## src/rtl/cereal_pkg.sv

```systemverilog
// Shared types and constants for the cereal serial transmitter.
package cereal_pkg;

   typedef enum logic [2:0] {
      ST_IDLE,
      ST_START,
      ST_DATA,
      ST_PARITY,
      ST_STOP
   } state_t;

   localparam logic LINE_IDLE            = 1'b1;
   localparam int   DATA_BITS            = 8;
   localparam int   DEFAULT_CLKS_PER_BIT = 5208;   // 50 MHz / 9600 baud

endpackage

```

## src/rtl/cereal_baud.sv

```systemverilog
// Bit-period counter: counts 0..CLKS_PER_BIT-1 and pulses bit_done on the last
// count, wrapping to zero. Held at zero while clear is high.
module cereal_baud
   import cereal_pkg::*;
#(
   parameter int CLKS_PER_BIT = DEFAULT_CLKS_PER_BIT
) (
   input  logic sysclk,
   input  logic rst,
   input  logic clear,
   output logic bit_done
);

   localparam logic [15:0] LAST_COUNT = 16'(CLKS_PER_BIT - 1);

   logic [15:0] count_reg;

   assign bit_done = (count_reg == LAST_COUNT) && !clear;

   always_ff @(posedge sysclk or posedge rst) begin
      if (rst) begin
         count_reg <= '0;
      end else if (clear || bit_done) begin
         count_reg <= '0;
      end else begin
         count_reg <= count_reg + 16'd1;
      end
   end

endmodule

```

## src/rtl/cereal_tx.sv

```systemverilog
// Asynchronous serial frame transmitter: start, 8 data bits LSB first, optional
// even parity (define CEREAL_PARITY_EN), STOP_BITS stop bits.
module cereal_tx
   import cereal_pkg::*;
#(
   parameter int CLKS_PER_BIT = DEFAULT_CLKS_PER_BIT,
   parameter int STOP_BITS    = 1
) (
   input  logic       sysclk,
   input  logic       rst,
   input  logic [7:0] data,
   input  logic       start,
   output logic       cereal,
   output logic       busy
);

   localparam logic [2:0] LAST_BIT  = 3'(DATA_BITS - 1);
   localparam logic       STOP_LAST = 1'(STOP_BITS - 1);

   state_t     state_reg, state_next;
   logic [7:0] shift_reg, shift_next;
   logic [2:0] bit_idx_reg, bit_idx_next;
   logic       stop_idx_reg, stop_idx_next;
   logic       busy_reg, busy_next;
   logic       cereal_reg, cereal_next;
   logic       start_q_reg;
   logic       armed_reg;
   logic       accept;
   logic       bit_done;
`ifdef CEREAL_PARITY_EN
   logic       parity_reg, parity_next;
`endif

   // armed_reg blocks a start that is already high when reset releases from
   // counting as an edge; it needs one low cycle first.
   assign accept = start && !start_q_reg && armed_reg && (state_reg == ST_IDLE);

   cereal_baud #(
      .CLKS_PER_BIT(CLKS_PER_BIT)
   ) u_baud (
      .sysclk  (sysclk),
      .rst     (rst),
      .clear   (state_reg == ST_IDLE),
      .bit_done(bit_done)
   );

   always_ff @(posedge sysclk or posedge rst) begin
      if (rst) begin
         state_reg    <= ST_IDLE;
         shift_reg    <= '0;
         bit_idx_reg  <= '0;
         stop_idx_reg <= 1'b0;
         busy_reg     <= 1'b0;
         cereal_reg   <= LINE_IDLE;
         start_q_reg  <= 1'b0;
         armed_reg    <= 1'b0;
`ifdef CEREAL_PARITY_EN
         parity_reg   <= 1'b0;
`endif
      end else begin
         state_reg    <= state_next;
         shift_reg    <= shift_next;
         bit_idx_reg  <= bit_idx_next;
         stop_idx_reg <= stop_idx_next;
         busy_reg     <= busy_next;
         cereal_reg   <= cereal_next;
         start_q_reg  <= start;
         armed_reg    <= armed_reg || !start;
`ifdef CEREAL_PARITY_EN
         parity_reg   <= parity_next;
`endif
      end
   end

   always_comb begin
      state_next    = state_reg;
      shift_next    = shift_reg;
      bit_idx_next  = bit_idx_reg;
      stop_idx_next = stop_idx_reg;
      busy_next     = busy_reg;
      cereal_next   = LINE_IDLE;
`ifdef CEREAL_PARITY_EN
      parity_next   = parity_reg;
`endif

      case (state_reg)
         ST_IDLE: begin
            if (accept) begin
               shift_next    = data;
               bit_idx_next  = '0;
               stop_idx_next = 1'b0;
               busy_next     = 1'b1;
               state_next    = ST_START;
`ifdef CEREAL_PARITY_EN
               parity_next   = ^data;
`endif
            end
         end
         ST_START: begin
            if (bit_done) state_next = ST_DATA;
         end
         ST_DATA: begin
            if (bit_done) begin
               shift_next = {1'b0, shift_reg[7:1]};
               if (bit_idx_reg == LAST_BIT) begin
`ifdef CEREAL_PARITY_EN
                  state_next = ST_PARITY;
`else
                  state_next = ST_STOP;
`endif
               end else begin
                  bit_idx_next = bit_idx_reg + 3'd1;
               end
            end
         end
`ifdef CEREAL_PARITY_EN
         ST_PARITY: begin
            if (bit_done) state_next = ST_STOP;
         end
`endif
         ST_STOP: begin
            if (bit_done) begin
               if (stop_idx_reg == STOP_LAST) begin
                  state_next = ST_IDLE;
                  busy_next  = 1'b0;
               end else begin
                  stop_idx_next = 1'b1;
               end
            end
         end
         default: begin
            state_next = ST_IDLE;
            busy_next  = 1'b0;
         end
      endcase

      // Line level is registered from the state being entered so it lines up
      // with the state register, keeping inputs off the output path.
      case (state_next)
         ST_START:  cereal_next = 1'b0;
         ST_DATA:   cereal_next = shift_next[0];
`ifdef CEREAL_PARITY_EN
         ST_PARITY: cereal_next = parity_next;
`endif
         default:   cereal_next = LINE_IDLE;
      endcase
   end

   assign cereal = cereal_reg;
   assign busy   = busy_reg;

endmodule

```

## config.mk

```make
export PLATFORM = sky130hd
export DESIGN_NAME = cereal_tx
export DESIGN_NICKNAME = d
export VERILOG_FILES = /design/src/rtl/cereal_pkg.sv /design/src/rtl/cereal_baud.sv /design/src/rtl/cereal_tx.sv
export SDC_FILE = /design/constraint.sdc
export NUM_CORES = 1
export LEC_CHECK = 0
export ABC_AREA = 1
export CAP_MARGIN = 20
export CORE_ASPECT_RATIO = 0.8
export CORE_MARGIN = 5
export CORE_UTILIZATION = 60
export CTS_BUF_LIST = sky130_fd_sc_hd__clkbuf_2
export CTS_CLUSTER_DIAMETER = 60
export DETAILED_ROUTE_END_ITERATION = 10
export PLACE_DENSITY = 0.89
export SYNTH_ARGS = -nofsm -noshare
export SYNTH_HDL_FRONTEND = slang
export SYNTH_HIERARCHICAL = 1
export SYNTH_SLANG_ARGS = --single-unit
export TNS_END_PERCENT = 5
```

## constraint.sdc

```tcl
create_clock -name sysclk -period 4.5 [get_ports sysclk]
set_clock_uncertainty 0.1 [all_clocks]
set_input_delay 1.35 -clock sysclk [delete_from_list [all_inputs] [get_ports sysclk]]
set_output_delay 1.35 -clock sysclk [all_outputs]
set_load 0.01 [all_outputs]
```

==> results.txt, run 1 <==
The run finished with clean final reports. The area growth from synthesis to layout is 10.2%. Along the worst path, the maximum fanout reaches 1.

The number of global-route vias before repair came out at 1346. The worst setup path is captured at an output pin. The required time of the worst setup path came out at 3.05 ns. STA classifies the critical path startpoint as a flop. The register with the most flip-flops in the layout has 16 of them. The worst hold path terminates at shift_reg[5].

After clock tree synthesis, the clock-pin slew on the worst setup and hold paths is 0.16 ns. Entering global routing, the biggest net connects 19 pins. The endpoint of the lowest-slack register-to-register path is shift_reg[4]. The top cell types in the final layout, fill and taps aside, are 67 x nand2_1, 36 x nor2_1, 33 x dfrtp_1. The number of antenna violations at the first check in global routing came to 0. Summed over all layers, the routed wires come to 3330 um. The total global routing overflow came out at 0.

Clock tree synthesis inserted a total of 5 buffers. The pre-CTS setup slack is 1.66 ns. At the pin with the least slew margin, the transition time is 0.658 ns. The warning count from the yosys run is 6.

The slowest stage of the critical path is the dfstp_2 cell. Static timing analysis puts the maximum clock frequency at 347 MHz. The initial utilization of the core area, before any placement, comes to 63.5%. The post-synth design cell area came out at 1780 sq um.

Walking the worst path, the cells encountered are clkdlybuf4s50_1. Setup slack on the worst reg-to-reg path comes out at 2.25 ns. The arrival time at the worst endpoint came out at 1.44 ns. The buffers plus inverters on the worst setup path came out at 1. In this run the worst setup path begins at cereal. The number of distinct library cell variants in the gate-level netlist after synthesis is 22. The number of buffers inserted by post-CTS setup repair came out at 0.

The worst hold path depth came out at 2. The mean cell area of the mapped netlist is 7.89 sq um. The number of cells upsized or downsized after cts came out at 0.

The post-synthesis net count is 240. The residual DRC count is 0. The combined global-route utilization of all metal layers came out at 18.8%. The clock network is responsible for 19.5% of the overall power. The die width is 71.0 um. In the routed layout, each cell is associated on average with a via count of 5.12. Power spread over the standard cell area amounts to 342 nW/um^2. Final hold analysis gives a worst-case slack of 0.407 ns. VDD sags by at most 0.216 mV. The start-to-end type of the worst setup path is reg2out. The gate count after technology mapping came out at 226. The fraction of synthesized cell area taken by the top area cell type is 46.3%. The number of optimization iterations in the first detailed-route pass is 4. The time the final worst path needs with I/O delays and setup came out at 2.89 ns. The path type of the worst min-delay path is reg2reg. The design draws 673 uW. In the final layout, the share of cells above drive strength 1 is 11.1%. The leakage power of the design came out at 0.912 nW. The share of the clock period used by the worst path after layout came out at 64.1%.

The finished cells cover 1970 sq um. The first routing iteration left 129 violations. The launch instance of the worst min-delay path is shift_reg[5]. For this run, the slowest stage of the critical path takes 0.55 ns. The tree built by TritonCTS fans out to 34 sinks. The worst-case reg-to-reg path depth came out at 10.

The placer's final routability congestion estimate is 0.860. The synthesis-stage register bit count came out at 34. The total of hold buffers inserted after clock tree synthesis came out at 0. The instance count after placement with tap cells included came out at 274. The library cell used most frequently in the layout, excluding fill and tap cells, is nand2_1. The part of the power in registers came out at 59.2%.

The fraction of power spent switching nets came out at 33.1%. The final layout net count is 257. The multi-input gate area in the final layout came out at 812 sq um. The die area is 4170 sq um.

The total count of hold-check failures in the final report came out at 0. The placeable core area is 2810 sq um. The repair_antennas step left the layout with diodes totalling 0. The combined flip-flop and latch cell area is 852 sq um.

After the flow finishes, the layout carries non-filler instances totaling 282. The combinational fraction of design power came out at 21.3%. The count of buffers from port buffering is 12.

The I/O pin total came out at 13. The cell type with the largest total area after synthesis is dfrtp_1. Setup slack closes at 1.61 ns. Summed over all nets, the half-perimeter wirelength after detailed placement is 2520 um. The deepest clock path buffer count is 2. The wire length of the first global-routing pass is 6010 um. The total number of vias came out at 1444. The critical path's top delay family is flip-flops.

TritonCTS built the clock tree. The number of placement rows came out at 17. The max-slew violation count is 0. The switching component of the power is 223 uW. The internal power of the cells totals 450 uW. After filler insertion, the fill cell instance count of the layout stands at 244. Setup repair after global routing left no endpoint under its margin. The headroom to the max-slew limit came out at 56.1%.

The insertion delay of the later-clocked pin in the worst-skew pair came out at 0.38 ns. Sorting the synthesized cells by area gives the leading types as dfrtp_1 46%, nand2_1 14%, nor2_1 7.6%. The final sum of negative setup slack came out at 0 ns. The number of failing setup endpoints in the final timing report came out at 0. In the final routed layout, each cell accounts on average for 11.8 um.

The post-route antenna net violation count came out at 0. The H-tree depth reported by CTS came out at 2. Of the synthesized area, sequential elements account for 47.8%. In this run the critical register-to-register path is launched from u_baud/count_reg[0]. The die is 58.8 um tall. In this run the clock root is driven by a clkbuf_2.

The total of max-cap violations came out at 0. The placed instance area is 1930 sq um. Measured on the finished design, the core utilization comes to 70.0%.
cells by family after synthesis:
| logic type | synth area share (%) |
|---|---|
| xor+xnor | 3.44 |
| simple gates | 36.1 |
| flops | 47.8 |
| buf+inv | 6.73 |
| compound gates | 3.86 |
| fa+ha+maj | 2.10 |
Yosys cell counts (all sizes together):
library cell,number
o21ai,5
ha,3
o21bai,2
dfstp,1
nand2,72
nand4,8
inv,26
xnor2,2
o22ai,2
dfrtp,33
nor2,45
xor2,5
nand3,20
buf,2
routing by layer:
metal,wire length (um),up-vias,GRT usage [%]
met5,0,-,0
met2,1430,36,27.9
met1,1660,664,25.5
met3,168,7,5.29
li1,-,737,-
met4,68,0,8.85
worst min-delay path, stage by stage (launching register included):
cell and delay, ns:
dfrtp_1 0.38, nand2_1 0.05, nand3_1 0.06
how the worst max path moves through the flow:
| stage | to | depth (start not counted) |
|---|---|---|
| 2_1_floorplan | bit_idx_reg[0] | 6 |
| 3_3_place_gp | cereal | 8 |
| 3_5_place_dp | shift_reg[4] | 6 |
| 4_1_cts | cereal | 1 |
| 5_1_grt | cereal | 1 |
| 6_report | cereal | 1 |
power groups by stage:
| stage | Combinational (mW) | Clock (mW) | Sequential [mW] |
|---|---|---|---|
| floorplan | 0.103 | 0 | 0.397 |
| global placement | 0.136 | 0 | 0.402 |
| detailed placement | 0.141 | 0 | 0.405 |
| CTS | 0.146 | 0.136 | 0.398 |
| global route | 0.164 | 0.154 | 0.407 |
| finish | 0.143 | 0.131 | 0.399 |
final cells by class:
type	count	area share, %
timing repair buffer	12	6.11
clock inverter	3	0.573
sequential	34	43.3
multi-input combinational	164	41.3
inverter	26	4.96
tap	38	2.42
clock buffer	5	1.27
Power figures use the tool's default switching activity.
==> run 2, diff against run 1 <==
--- a/config.mk
+++ b/config.mk
@@ -9,11 +9,11 @@
 export CAP_MARGIN = 20
 export CORE_ASPECT_RATIO = 0.8
 export CORE_MARGIN = 5
-export CORE_UTILIZATION = 60
+export CORE_UTILIZATION = 54
 export CTS_BUF_LIST = sky130_fd_sc_hd__clkbuf_2
 export CTS_CLUSTER_DIAMETER = 60
 export DETAILED_ROUTE_END_ITERATION = 10
-export PLACE_DENSITY = 0.89
+export PLACE_DENSITY = 0.85
 export SYNTH_ARGS = -nofsm -noshare
 export SYNTH_HDL_FRONTEND = slang
 export SYNTH_HIERARCHICAL = 1
==> constraint.sdc (replaced) <==
create_clock -name sysclk -period 2.45 [get_ports sysclk]
set_clock_uncertainty 0.1 [all_clocks]
set_input_delay 0.735 -clock sysclk [delete_from_list [all_inputs] [get_ports sysclk]]
set_output_delay 0.735 -clock sysclk [all_outputs]
set_load 0.01 [all_outputs]
==> run 2 against run 1 <==
- clock power up 94%
- highest routed layer unchanged
- worst hold slack worse by 0.0066 ns
- clock-buffer cell count up 2
- cell area up 0.83%
- sequential share of layout area down 0.36 points
- register-to-register slack worse by 1.8 ns
- combinational power up 80%
- final cell count up 1.1%
- non-clock buffer count up 2
- flip-flop and latch count unchanged
- via count up 0.48%
==> results.txt, run 2 (synthesis results as in run 1) <==
The worst IR drop on VDD is 0.414 mV (was 0.216 mV). The final layout net count came to 259 (was 257). The number of buffers inserted by post-CTS setup repair came out at 0 (unchanged). The kind of start point of the critical path is a flop (unchanged). The die width came out at 74.3 um (was 71.0 um). The headroom to the max-slew limit came out at 58.9% (was 56.1%).

The number of failing setup endpoints in the final timing report is 0 (unchanged). The clock-pin slew reported for the worst setup and hold paths after clock tree synthesis was 0.17 ns (was 0.16 ns). The insertion delay of the later-clocked pin in the worst-skew pair came to 0.38 ns (about the same). Result of the run: complete, no violations (unchanged). The final sum of negative setup slack came out at 0 ns (unchanged). The total of max-cap violations was 0 (unchanged). The required time of the worst setup path came out at 1.62 ns (was 3.05 ns). The total number of vias is 1451 (was 1444). The wire length reported by the detailed router is 3520 um (was 3330 um). The number of cells upsized or downsized after cts came out at 0 (unchanged). The fill cell total of the finished layout came out at 270 (was 244). The total count of hold-check failures in the final report came out at 0 (unchanged). The design internal power is 840 uW (was 450 uW). The initial core utilization came out at 57.0% (was 63.5%). The placeable core area is 3130 sq um (was 2810 sq um). The count of buffers from port buffering came out at 12 (unchanged). The deepest clock path buffer count came out at 2 (unchanged).

The most frequent standard cell in the layout excluding fill and tap cells is nand2_1 (unchanged). The critical path's top delay family was flip-flops (unchanged). The clock buffer count from CTS is 5 (unchanged). Worst-path cell chain: clkdlybuf4s50_1 (unchanged). The leakage power of the design came out at 0.926 nW (was 0.912 nW). The HPWL reported at the end of detailed placement came out at 2660 um (was 2520 um).

The clock power share came to 20.4% (was 19.5%). The setup slack of the critical path after layout was 0.164 ns (was 1.61 ns). The number of sinks handled by clock tree synthesis came out at 34 (unchanged).

The number of DRC markers in iteration 0 is 116 (was 129). The die outline height came to 61.4 um (was 58.8 um). The per-cell via count in the routed design was 5.09 (was 5.12). The final design instance area without fill came to 1980 sq um (was 1970 sq um). For this run, the top clock speed supported by timing is 438 MHz.

The wire length of the first global-routing pass is 6140 um (was 6010 um). The post-route antenna net violation count was 0 (unchanged). The combined global-route utilization of all metal layers is 18.3% (was 18.8%).

The number of optimization iterations in the first detailed-route pass came out at 4 (unchanged). The maximum net fanout on the critical path came to 1 (unchanged). The part of the power in registers is 58.8% (was 59.2%). The biggest cell delay along the critical path came out at 0.55 ns (about the same).

The area growth from synthesis to layout came to 11.1% (was 10.2%). The placed instance area is 1950 sq um (was 1930 sq um). The instance count after placement with tap cells included was 278 (was 274). The final critical path takes up 93.3% of the cycle. The cell area power density is 627 nW/um^2 (was 342 nW/um^2). The total power after layout is 1.24 mW (was 673 uW). The die area was 4560 sq um (was 4170 sq um).

The fraction of power spent switching nets is 32.4% (was 33.1%). The number of antenna violations at the first check in global routing came out at 0 (unchanged). The CTS tree is yes (unchanged).

The post-layout utilization of the core came out at 63.3% (was 70.0%). The cell at the root of the clock tree is clkbuf_2 (unchanged). The number of flip-flops under the largest register name is 16 (unchanged).

The slowest cell on the critical path is dfstp_2 (unchanged). The total of hold buffers inserted after clock tree synthesis came out at 0 (unchanged). The slew at the pin with the worst max-slew slack came out at 0.616 ns (was 0.658 ns). The post-layout instance count excluding filler cells is 285 (was 282). The pre-CTS setup slack came out at 0.252 ns (was 1.66 ns). The largest net degree at the start of global routing came out at 19 (unchanged).

The start-to-end type of the worst setup path is reg2out (unchanged). Commonest cells after routing, fill and taps aside: 67 x nand2_1, 36 x nor2_1, 33 x dfrtp_1 (unchanged). The path type of the worst min-delay path was reg2reg (unchanged). The time the final worst path needs with I/O delays and setup came out at 2.29 ns. The buffers plus inverters on the worst setup path is 1 (unchanged). The residual DRC count was 0 (unchanged).

The worst slack on hold paths came out at 0.400 ns (was 0.407 ns). The wire length per cell came out at 12.3 um (was 11.8 um). The number of global-route vias before repair came to 1364 (was 1346). The max-slew violation count came out at 0 (unchanged). Setup repair after global routing missed its margin: false (unchanged). The I/O pin total came out at 13 (unchanged). The arrival time at the worst endpoint is 1.45 ns (was 1.44 ns). The number of placement rows came out at 18 (was 17). The H-tree depth reported by CTS came out at 2 (unchanged).

The number of diodes added for antenna fixing is 0 (unchanged). The total global routing overflow is 0 (unchanged). The switching component of the power is 402 uW (was 223 uW). The share of layout cells above drive strength 1 is 12.7% (was 11.1%).

The placer's final routability congestion estimate came out at 0.858 (was 0.860). The combinational fraction of design power is 20.8% (was 21.3%). The element type at the critical path end was an output pin (unchanged).
run 2: routing by layer:
metal / track usage (%) / vias to the layer above / wire (um)
li1: - / 744 / -
met1: 24.8 / 677 / 1750
met2: 27.7 / 22 / 1580
met3: 4.89 / 8 / 129
met4: 8.38 / 0 / 64
met5: 0 / - / 0
run 2: worst paths after layout:
kind,from,endpoint,slack (ns),cells after the start
worst min-delay path,shift_reg[7],shift_reg[7],0.40,2
worst min register to register,shift_reg[7],shift_reg[7],0.40,2
worst max-delay path,cereal,cereal,0.16,1
min in group asynchronous,rst,state_reg[0],0.57,3
worst max register to register,u_baud/count_reg[0],shift_reg[4],0.41,10
max in group asynchronous,rst,u_baud/count_reg[15],1.21,2
run 2: final cells by class:
type	instances	area [sq um]	share of cell area [%]
Clock buffer	7	35.0	1.77
Timing Repair Buffer	14	135	6.82
Tap cell	40	50.0	2.53
Multi-Input combinational cell	164	812	41.0
Sequential cell	34	852	43.0
Inverter	26	97.6	4.92
run 2: worst register-to-register path: cells and delay by family (launching register included):
kind                       cells  cell delay [ns]
and+or+nand+nor                8             0.98
adders and majority gates      1             0.25
buffers and inverters          1             0.16
DFF                            1             0.46
run 2: power groups by stage:
stage	clock [mW]	sequential, mW	combinational [mW]
after floorplan	0	0.729	0.190
final	0.254	0.730	0.258
after global placement	0	0.739	0.251
after CTS	0.260	0.730	0.261
after detailed placement	0	0.741	0.260
after global routing	0.285	0.745	0.295
==> variant: new RTL, flow settings as in run 1 <==
Add a define of `CEREAL_PARITY_EN`.
--- a/src/rtl/cereal_tx.sv
+++ b/src/rtl/cereal_tx.sv
@@ -1,5 +1,7 @@
 // Asynchronous serial frame transmitter: start, 8 data bits LSB first, optional
 // even parity (define CEREAL_PARITY_EN), STOP_BITS stop bits.
+`define CEREAL_PARITY_EN
+
 module cereal_tx
    import cereal_pkg::*;
 #(
Formal check against the unedited RTL: no difference found for any inputs over 10 cycles, from zero or initial values and one cycle with rst high; that may be too few to reach the edited logic, so the function may still have changed.
==> variant against run 1 <==
Worst setup slack improved by 25 ps. Sequential cell count rose by 1. Design area increased by 12%. Synthesized area is 14% higher. Count of clock-buffer cells in the layout is 1 higher. Wire length grew 20%. Synthesized cell count is 18% higher. Highest routed layer unchanged.
Power is not compared: it rests on default switching activity, and its combinational part moved more than twofold at a synthesized area within 25%.
==> variant: results <==
synth:
  synth_seq_area_share: 0.433
  synthTopCellsByArea: "dfrtp_1 42%, nand2_1 14%, nor2_1 7.2%, inv_1 6.5%, nand3_1 3.5%"
  syn-num-nets: 281
  postSynthCellCount: 267
  yosys-top-cells-count: "78 x nand2_1, 39 x nor2_1, 35 x inv_1"
  synth_xor_area_frac: 0.0346
  yosys.area_share.adder: 0.0185
  synth_cell_types: 31
grt:
  grt_pass1_vias: 1477
  grt_max_degree: 20
  grt_pass1_wl_um: 6770
  grt.total_usage: 0.196
power:
  p_leak_nw: 1.09
place:
  place_area_um2: 2160
  gp_congestion: 0.822
  pre_cts_slack_ps: 1480
  numPortBuffers: 12
  post-dp-hpwl_um: 3090
final_layout:
  fin_cells: 324
  fin_nets: 297
  layout-drive-gt1-share: 0.106
  largest_register_ffs: 16
setup_path:
  cp.arrival_ps: 1410
routing:
  first_iter_violations: 84
  routed_via_density: 5.21
  drc: 0
  routed_wl_um: 3980
cts:
  clkLatencyLatePin_ps: 360
  cts_htree_levels: 2
outcome:
  status: "finished clean"
worst_hold_path:
  hold_path.class: "flip-flop to flip-flop"
die:
  die_w_um: 75.0
sta:
  relSlewSlack: 0.515
-- variant: cell types whose count changed after synthesis, sizes merged, moves of 2 or more --
cell / change
a21oi: +4
a22oi: +4
inv: +12
nand2: +13
nand3: -4
nor2: +3
o21ai: +5
o221ai: +2
o22ai: -2
-- variant: cell type report --
type / count / area, um^2
Sequential cell: 35 / 877
Clock buffer: 6 / 30.0
Multi-Input combinational cell: 190 / 963
Clock inverter: 2 / 7.51
Fill cell: 267 / 976
Timing Repair Buffer: 12 / 120
Inverter: 39 / 151
Tap cell: 40 / 50.0
-- variant: final timing paths --
| kind | from | end | slack, ps | cells past startpoint |
|---|---|---|---|---|
| min reg2reg | armed_reg | armed_reg | 370 | 2 |
| max | cereal | cereal | 1640 | 1 |
| max in group asynchronous | rst | shift_reg[2] | 2520 | 2 |
| min | armed_reg | armed_reg | 370 | 2 |
| max reg2reg | u_baud/count_reg[0] | bit_idx_reg[0] | 2100 | 11 |
| min in group asynchronous | rst | u_baud/count_reg[14] | 1260 | 2 |
-- variant: where the power goes --
part | switching (mW) | leakage, nW | internal [mW]
clock network | 0.101 | 0.0281 | 0.0375
registers | 0.000120 | 0.411 | 0.315
logic | 0.0211 | 0.647 | 0.0134
-- variant: kinds of logic (layout without fill, tap and decap cells) --
group,after synthesis,after routing
buffers and inverters,42,59
flip-flops,35,35
AO/OA/AOI/OAI,22,22
XOR/XNOR,8,8
AND/OR/NAND/NOR,157,157
adder cells (fa/ha/maj),3,3
-- variant: layer usage --
| layer | vias up | track usage | wire length (um) |
|---|---|---|---|
| li1 | 875 | - | - |
| met1 | 771 | 0.297 | 2150 |
| met2 | 34 | 0.266 | 1610 |
| met3 | 7 | 0.0611 | 176 |
| met4 | 0 | 0.0584 | 44 |
| met5 | - | 0 | 0 |
